--- src/rtl/eth_pkg.sv ---
// ----------------------------------------------------------------------------
// eth_pkg
// Shared definitions for the Ethernet receive decoder.
//   state_t        - receive state machine encoding
//   PREAMBLE_NIB   - preamble nibble value (0x5)
//   SFD_NIB        - last nibble of the start-of-frame delimiter (0xD)
//   CRC_POLY       - reflected CRC-32 polynomial
//   CRC_INIT       - CRC register start value
//   CRC_RESIDUE    - good-frame residue, written in normal (MSB-first) bit order
//   bit_rev32()    - reverses the bit order of a 32-bit word
// ----------------------------------------------------------------------------
package eth_pkg;

  typedef enum logic [1:0] {
    IDLE     = 2'd0,
    PREAMBLE = 2'd1,
    DATA     = 2'd2,
    DROP     = 2'd3
  } state_t;

  localparam logic [3:0]  PREAMBLE_NIB = 4'h5;
  localparam logic [3:0]  SFD_NIB      = 4'hD;
  localparam logic [31:0] CRC_POLY     = 32'hEDB8_8320;
  localparam logic [31:0] CRC_INIT     = 32'hFFFF_FFFF;
  localparam logic [31:0] CRC_RESIDUE  = 32'hC704_DD7B;

  function automatic logic [31:0] bit_rev32(input logic [31:0] v);
    logic [31:0] r;
    for (int i = 0; i < 32; i++) begin
      r[i] = v[31-i];
    end
    return r;
  endfunction

endpackage

--- src/rtl/crc32_d8.sv ---
// ----------------------------------------------------------------------------
// crc32_d8
// Combinational byte-wide CRC-32 next-state function (reflected, LSB first).
// The CRC register itself lives in the parent.
// Only built when ETH_RX_FCS_CHECK_EN is defined.
//   i_crc  [31:0] - current CRC register value
//   i_data [7:0]  - byte to absorb
//   o_crc  [31:0] - CRC register value after absorbing i_data
// ----------------------------------------------------------------------------
`ifdef ETH_RX_FCS_CHECK_EN
module crc32_d8
  import eth_pkg::*;
(
  input  logic [31:0] i_crc,
  input  logic [7:0]  i_data,
  output logic [31:0] o_crc
);

  logic [31:0] w_c;

  always_comb begin
    w_c = i_crc ^ {24'h0, i_data};
    for (int i = 0; i < 8; i++) begin
      w_c = w_c[0] ? ((w_c >> 1) ^ CRC_POLY) : (w_c >> 1);
    end
    o_crc = w_c;
  end

endmodule
`endif

--- src/rtl/eth_rx_decoder.sv ---
// ----------------------------------------------------------------------------
// eth_rx_decoder
// Converts an SDR-captured RGMII nibble stream into a byte stream with
// frame-end and frame-error marking. Strips preamble/SFD, checks runt,
// oversize and odd-nibble endings, and optionally the FCS.
// Optional feature macro: ETH_RX_FCS_CHECK_EN (CRC-32 FCS check).
//
// Parameters
//   MAX_LEN  - largest accepted frame length in bytes (DA through FCS)
//   MIN_LEN  - smallest frame length not flagged as a runt
// Ports
//   clk            - system clock
//   rstn           - asynchronous active-low reset
//   rgmii_rxd[3:0] - receive nibble
//   rgmii_rx_ctrl  - receive data valid
//   o_data[7:0]    - received byte (holds when o_valid=0)
//   o_valid        - o_data valid strobe
//   o_last         - last byte of frame (with o_valid)
//   o_err          - frame error (with o_valid & o_last)
//   o_frame_cnt    - count of error-free frames, wrapping
// ----------------------------------------------------------------------------
module eth_rx_decoder
  import eth_pkg::*;
#(
  parameter int MAX_LEN = 1518,
  parameter int MIN_LEN = 64
) (
  input  logic        clk,
  input  logic        rstn,
  input  logic [3:0]  rgmii_rxd,
  input  logic        rgmii_rx_ctrl,
  output logic [7:0]  o_data,
  output logic        o_valid,
  output logic        o_last,
  output logic        o_err,
  output logic [15:0] o_frame_cnt
);

  localparam logic [10:0] LP_MAX = 11'(MAX_LEN);
  localparam logic [10:0] LP_MIN = 11'(MIN_LEN);

  state_t      r_state;
  logic [3:0]  r_lo;          // first (low) nibble of the byte in progress
  logic        r_half;        // a low nibble is pending
  logic [7:0]  r_skid;        // last completed byte, not yet emitted
  logic        r_have;        // r_skid holds a byte of this frame
  logic [10:0] r_cnt;         // completed bytes in this frame, saturating
  logic        r_wait_idle;   // set by reset: ignore traffic until ctrl=0
  logic [7:0]  r_data;
  logic        r_valid;
  logic        r_last;
  logic        r_err;
  logic [15:0] r_frame_cnt;

  logic [7:0]  w_byte;
  logic [10:0] w_cnt_inc;
  logic        w_fcs_bad;
  logic        w_end_err;

  assign w_byte    = {rgmii_rxd, r_lo};
  assign w_cnt_inc = (r_cnt == 11'h7FF) ? r_cnt : (r_cnt + 11'd1);

`ifdef ETH_RX_FCS_CHECK_EN
  logic [31:0] r_crc;
  logic [31:0] w_crc_next;

  crc32_d8 u_crc32_d8 (
    .i_crc  (r_crc),
    .i_data (w_byte),
    .o_crc  (w_crc_next)
  );

  // The register runs reflected; the residue constant is in normal bit order.
  assign w_fcs_bad = (bit_rev32(r_crc) != CRC_RESIDUE);
`else
  assign w_fcs_bad = 1'b0;
`endif

  assign w_end_err = r_half | (r_cnt < LP_MIN) | ~r_have | w_fcs_bad;

  always_ff @(posedge clk or negedge rstn) begin
    if (!rstn) begin
      r_state     <= IDLE;
      r_lo        <= 4'h0;
      r_half      <= 1'b0;
      r_skid      <= 8'h00;
      r_have      <= 1'b0;
      r_cnt       <= 11'd0;
      r_wait_idle <= 1'b1;
      r_data      <= 8'h00;
      r_valid     <= 1'b0;
      r_last      <= 1'b0;
      r_err       <= 1'b0;
      r_frame_cnt <= 16'h0000;
`ifdef ETH_RX_FCS_CHECK_EN
      r_crc       <= 32'h0;
`endif
    end else begin
      r_valid <= 1'b0;
      r_last  <= 1'b0;
      r_err   <= 1'b0;

      if (r_valid & r_last & ~r_err) begin
        r_frame_cnt <= r_frame_cnt + 16'd1;
      end

      if (!rgmii_rx_ctrl) begin
        r_wait_idle <= 1'b0;
      end

      case (r_state)
        IDLE: begin
          if (rgmii_rx_ctrl) begin
            // After a reset the line may be mid-frame; treat it as junk.
            if (!r_wait_idle && rgmii_rxd == PREAMBLE_NIB) begin
              r_state <= PREAMBLE;
            end else begin
              r_state <= DROP;
            end
          end
        end

        PREAMBLE: begin
          if (!rgmii_rx_ctrl) begin
            r_state <= IDLE;
          end else if (rgmii_rxd == PREAMBLE_NIB) begin
            r_state <= PREAMBLE;
          end else if (rgmii_rxd == SFD_NIB) begin
            r_state <= DATA;
            r_half  <= 1'b0;
            r_have  <= 1'b0;
            r_cnt   <= 11'd0;
`ifdef ETH_RX_FCS_CHECK_EN
            r_crc   <= CRC_INIT;
`endif
          end else begin
            r_state <= DROP;
          end
        end

        DATA: begin
          if (!rgmii_rx_ctrl) begin
            // Frame end: flush the held byte (or 0x00 if none) as last.
            r_valid <= 1'b1;
            r_last  <= 1'b1;
            r_err   <= w_end_err;
            r_data  <= r_have ? r_skid : 8'h00;
            r_state <= IDLE;
          end else if (!r_half) begin
            r_lo   <= rgmii_rxd;
            r_half <= 1'b1;
          end else begin
            r_half <= 1'b0;
`ifdef ETH_RX_FCS_CHECK_EN
            r_crc  <= w_crc_next;
`endif
            if (r_have) begin
              r_valid <= 1'b1;
              r_data  <= r_skid;
            end
            if (r_cnt == LP_MAX) begin
              // Byte MAX_LEN+1 arrived: close the frame as oversize.
              r_last  <= 1'b1;
              r_err   <= 1'b1;
              r_have  <= 1'b0;
              r_state <= DROP;
            end else begin
              r_skid <= w_byte;
              r_have <= 1'b1;
              r_cnt  <= w_cnt_inc;
            end
          end
        end

        DROP: begin
          if (!rgmii_rx_ctrl) begin
            r_state <= IDLE;
          end
        end

        default: r_state <= IDLE;
      endcase
    end
  end

  assign o_data      = r_data;
  assign o_valid     = r_valid;
  assign o_last      = r_last;
  assign o_err       = r_err;
  assign o_frame_cnt = r_frame_cnt;

endmodule

--- config.mk ---
export PLATFORM = sky130hd
export DESIGN_NAME = eth_rx_decoder
export DESIGN_NICKNAME = d
export VERILOG_FILES = /design/src/rtl/eth_pkg.sv /design/src/rtl/crc32_d8.sv /design/src/rtl/eth_rx_decoder.sv
export SDC_FILE = /design/constraint.sdc
export NUM_CORES = 1
export LEC_CHECK = 0
export CELL_PAD_IN_SITES_DETAIL_PLACEMENT = 0
export CELL_PAD_IN_SITES_GLOBAL_PLACEMENT = 1
export CORE_UTILIZATION = 43
export CTS_CLUSTER_DIAMETER = 40
export CTS_CLUSTER_SIZE = 14
export DETAILED_ROUTE_END_ITERATION = 10
export HOLD_SLACK_MARGIN = 0.02
export PLACE_DENSITY_LB_ADDON = 0.1
export SLEW_MARGIN = 0
export SYNTH_ARGS = -nofsm -noshare
export SYNTH_HDL_FRONTEND = slang
export SYNTH_HIERARCHICAL = 1
export SYNTH_SLANG_ARGS = --single-unit
--- constraint.sdc ---
create_clock -name clk -period 2.2 [get_ports clk]
set_input_delay 0.33 -clock clk [delete_from_list [all_inputs] [get_ports clk]]
set_output_delay 0.33 -clock clk [all_outputs]
set_load 0.02 [all_outputs]
==> summary.md <==
| Metric | Value |
|---|---|
| Status | `finished, final reports clean` |
| Cell leakage power | `1.38 nW` |
| Clock buffer depth | `2` |
| Syn Inst Count | `236` |
| I/O Pins | `34` |
| TritonCTS clock tree | `done` |
| Finished Core Util | `0.549` |
| Final setup viols | `0` |
| Unrepaired setup endpoints after global routing | `no` |
| Syn_nets | `246` |
| First-pass GRT wire length | `8630 um` |
| Dpl ws | `0.137 ns` |
| Die ar. | `0.00632 mm^2` |
| Vias in the first global route | `~1700` |
| Fin Setup TNS | `0 ns` |
| Worst-path clk slew | `0.09 ns` |
| Worst Path Required | `2.40 ns` |
| First-pass DRT Iterations | `4` |
| Seq/Total Area, Yosys | `0.533` |
| Post-DP HPWL | `between 3000 and 4000 um` |
| Hold-fix buffers, CTS | `0` |
| Final WS setup | `0.257 ns` |
| Switch share | `0.313` |
| Worst Reg-to-Reg Cells | `6` |
| Switching Power | `roughly 870 uW` |
| PwrDens | `898 mW/mm^2` |
| Worst-path maximum fanout | `6` |
| Initial Util | `0.458` |
| Post-synth EDFFs | `0` |
| Post-Synthesis Cell Area | `0.00258 mm^2` |
| Overall routing resource usage | `0.180` |
| Fin. max-slew vios | `0` |
| Final wirelength | `5070 um` |
| Design area | `0.00310 mm^2` |
| Drt drc | `0` |
| Routed Antenna Nets | `0` |
| Combinational power share | `0.267` |
| Clock Skew | `0.00427 ns` |
| Max-cap viol count | `0` |
| Setup Fix Bufs, Post-CTS | `0` |
| Die Span Y | `slightly below 80 um` |
| Clk pwr share | `0.208` |
| R2R Setup Slk | `0.26 ns` |
| CP startpoint kind | `flop` |
| Post-cts repair resize count | `0` |
| Peak VDD IR | `0.000423 V` |
| Layout cell share with drive strength beyond 1 | `0.159` |
| Final Hold Fails | `0` |
| Synth Flop Type | `dfrtp_1` |
| Final Critical Period | `between 1.5 and 2 ns` |
| CTS sink cnt | `55` |
| CP arrival | `2.14 ns` |
| Core area | `0.00564 mm^2` |
| Syn avg cell area | `10.9 um^2` |
| I/O Buffers | `33` |
| Cell Rows | `27` |
| CTS root buf | `clkbuf_8` |
| Largest net degree at the start of global routing | `31` |
| GP Congestion | `between 0.8 and 0.9` |
| Worst skew pair latency | `0.30 ns` |
| Slew of the pin with the lowest slew margin | `just under 0.7 ns` |
| Relative slew slack | `0.550` |
| Worst min-delay path class | `input pin to asynchronous set/reset pin` |
| Internal power | `1.91 mW` |
| Fmax | `around 510 MHz` |
| Worst r2r src | `r_cnt[0]` |
| Die width | `between 70 and 80 um` |
| H-tree levels | `2` |
| FF+latch count, synth | `55` |
| Placed Area | `0.00300 mm^2` |
| R2R Path End | `r_cnt[6]` |
| Initial antenna violation count | `0` |
| Min Hold Slack | `0.0510 ns` |
| Critical path class | `flop to flop` |
| Num CTS Buffers | `5` |
| Distinct cells, synth | `49` |
| Via/cell ratio | `5.22` |
| 1st-iter DRT viols | `113` |
| Layout area overhead | `20.0%` |
| Ratio of final minimum period to clock period | `0.883` |
| YS warnings | `6` |
| Routed vias | `approximately 1800` |
| Nets@finish | `around 290` |
| Power share of the sequential group | `0.525` |
| Critical Path Sink Type | `flop` |
| Wire per inst | `14.5 um` |
| Antenna cells | `0` |
| Grt ovf | `0` |
| Ys async rst share | `1.00` |
-- cell type report --
| cell class | instances | area (um^2) |
|---|---|---|
| Timing Repair Buffer | 42 | 393 |
| Clock inverter | 1 | 8.76 |
| Sequential cell | 55 | 1380 |
| Fill cell | 501 | 2540 |
| Clock buffer | 7 | 86.3 |
| Tap cell | 72 | 90.1 |
| Multi-Input combinational cell | 159 | 1090 |
| Inverter | 13 | 48.8 |
-- worst max-delay path: stages, from the launching register on --
cell      delay [ns]
dfrtp_1         0.43
ha_1            0.27
and3_1          0.22
o211ai_2        0.29
nor2_1          0.15
a211o_1         0.29
a22o_1          0.18
-- stage by stage --
step / power [mW] / instances
floorplan: 1.89 / 236
global placement: 2.22 / 341
detailed placement: 2.22 / 341
CTS: 2.81 / 349
global route: 2.96 / 349
finish: 2.78 / 349
-- power groups by stage --
| stage | registers, mW | clock network (mW) | logic [mW] |
|---|---|---|---|
| floorplan | 1.52 | 0 | 0.366 |
| global placement | 1.48 | 0 | 0.742 |
| detailed placement | 1.47 | 0 | 0.752 |
| CTS | 1.46 | 0.601 | 0.753 |
| global route | 1.50 | 0.643 | 0.816 |
| finish | 1.46 | 0.578 | 0.744 |
-- layout by cell type, fill, tap and decap left out, types with 2 or more instances in the layout --
cell,instances
dfrtp_1,54
clkdlybuf4s50_1,32
o21ai_0,23
nand3_1,19
nand2_1,16
inv_1,13
nor2_1,11
a21oi_1,10
xnor2_1,9
buf_4,9
and3_1,8
mux2_2,7
xor2_1,6
mux2_4,6
clkbuf_8,6
nand2b_1,5
nand4_1,4
nor3_1,3
ha_1,3
o31ai_1,2
a22o_1,2
-- registers in the layout, summed over array words and instances, names as in the netlist, 2 cells and up --
register,count
o_data,8
r_state,2
r_lo,4
r_cnt,11
o_frame_cnt,16
r_skid,8
-- cell usage after synthesis (2+ instances only) --
master,n,area (um^2)
nand4_1,4,25.0
clkbuf_1,2,7.51
nand3_1,19,95.1
a21oi_1,10,50.1
nor3_1,3,15.0
nand2_1,16,60.1
and3_1,8,50.1
a22o_1,2,17.5
o21ai_0,23,115
xnor2_1,9,78.8
ha_1,3,37.5
buf_2,4,20.0
o31ai_1,2,15.0
dfrtp_1,54,1350
mux2_2,7,78.8
xor2_1,6,52.6
mux2_4,6,90.1
nor2_1,11,41.3
inv_1,13,48.8
nand2b_1,5,31.3
-- how the worst max path moves through the flow --
stage,to,cells past startpoint,start,slack [ns]
floorplan,r_cnt[6],6,r_cnt[0],0.50
global placement,r_cnt[6],6,rgmii_rxd[1],0.17
detailed placement,r_cnt[6],6,rgmii_rxd[1],0.14
CTS,r_cnt[6],6,r_cnt[0],0.27
global route,r_cnt[6],6,r_cnt[0],0.14
finish,r_cnt[6],6,r_cnt[0],0.26
-- layer usage --
metal	part of all wire	global-route usage	vias up
met5	0	0	-
met3	0.032	0.0286	4
li1	-	-	907
met2	0.43	0.263	37
met1	0.53	0.263	875
met4	0.0091	0.0764	0
-- cells by family (layout without fill, tap and decap cells) --
kind of cell | count (synthesis) | after routing | share of synthesized area
mux | 14 | 14 | 0.0693
xor+xnor | 15 | 15 | 0.0508
compound gates | 48 | 48 | 0.117
simple gates | 79 | 79 | 0.172
buf+inv | 22 | 63 | 0.0431
fa+ha+maj | 3 | 3 | 0.0145
flops | 55 | 55 | 0.533
(Power assumes the default switching activity.)
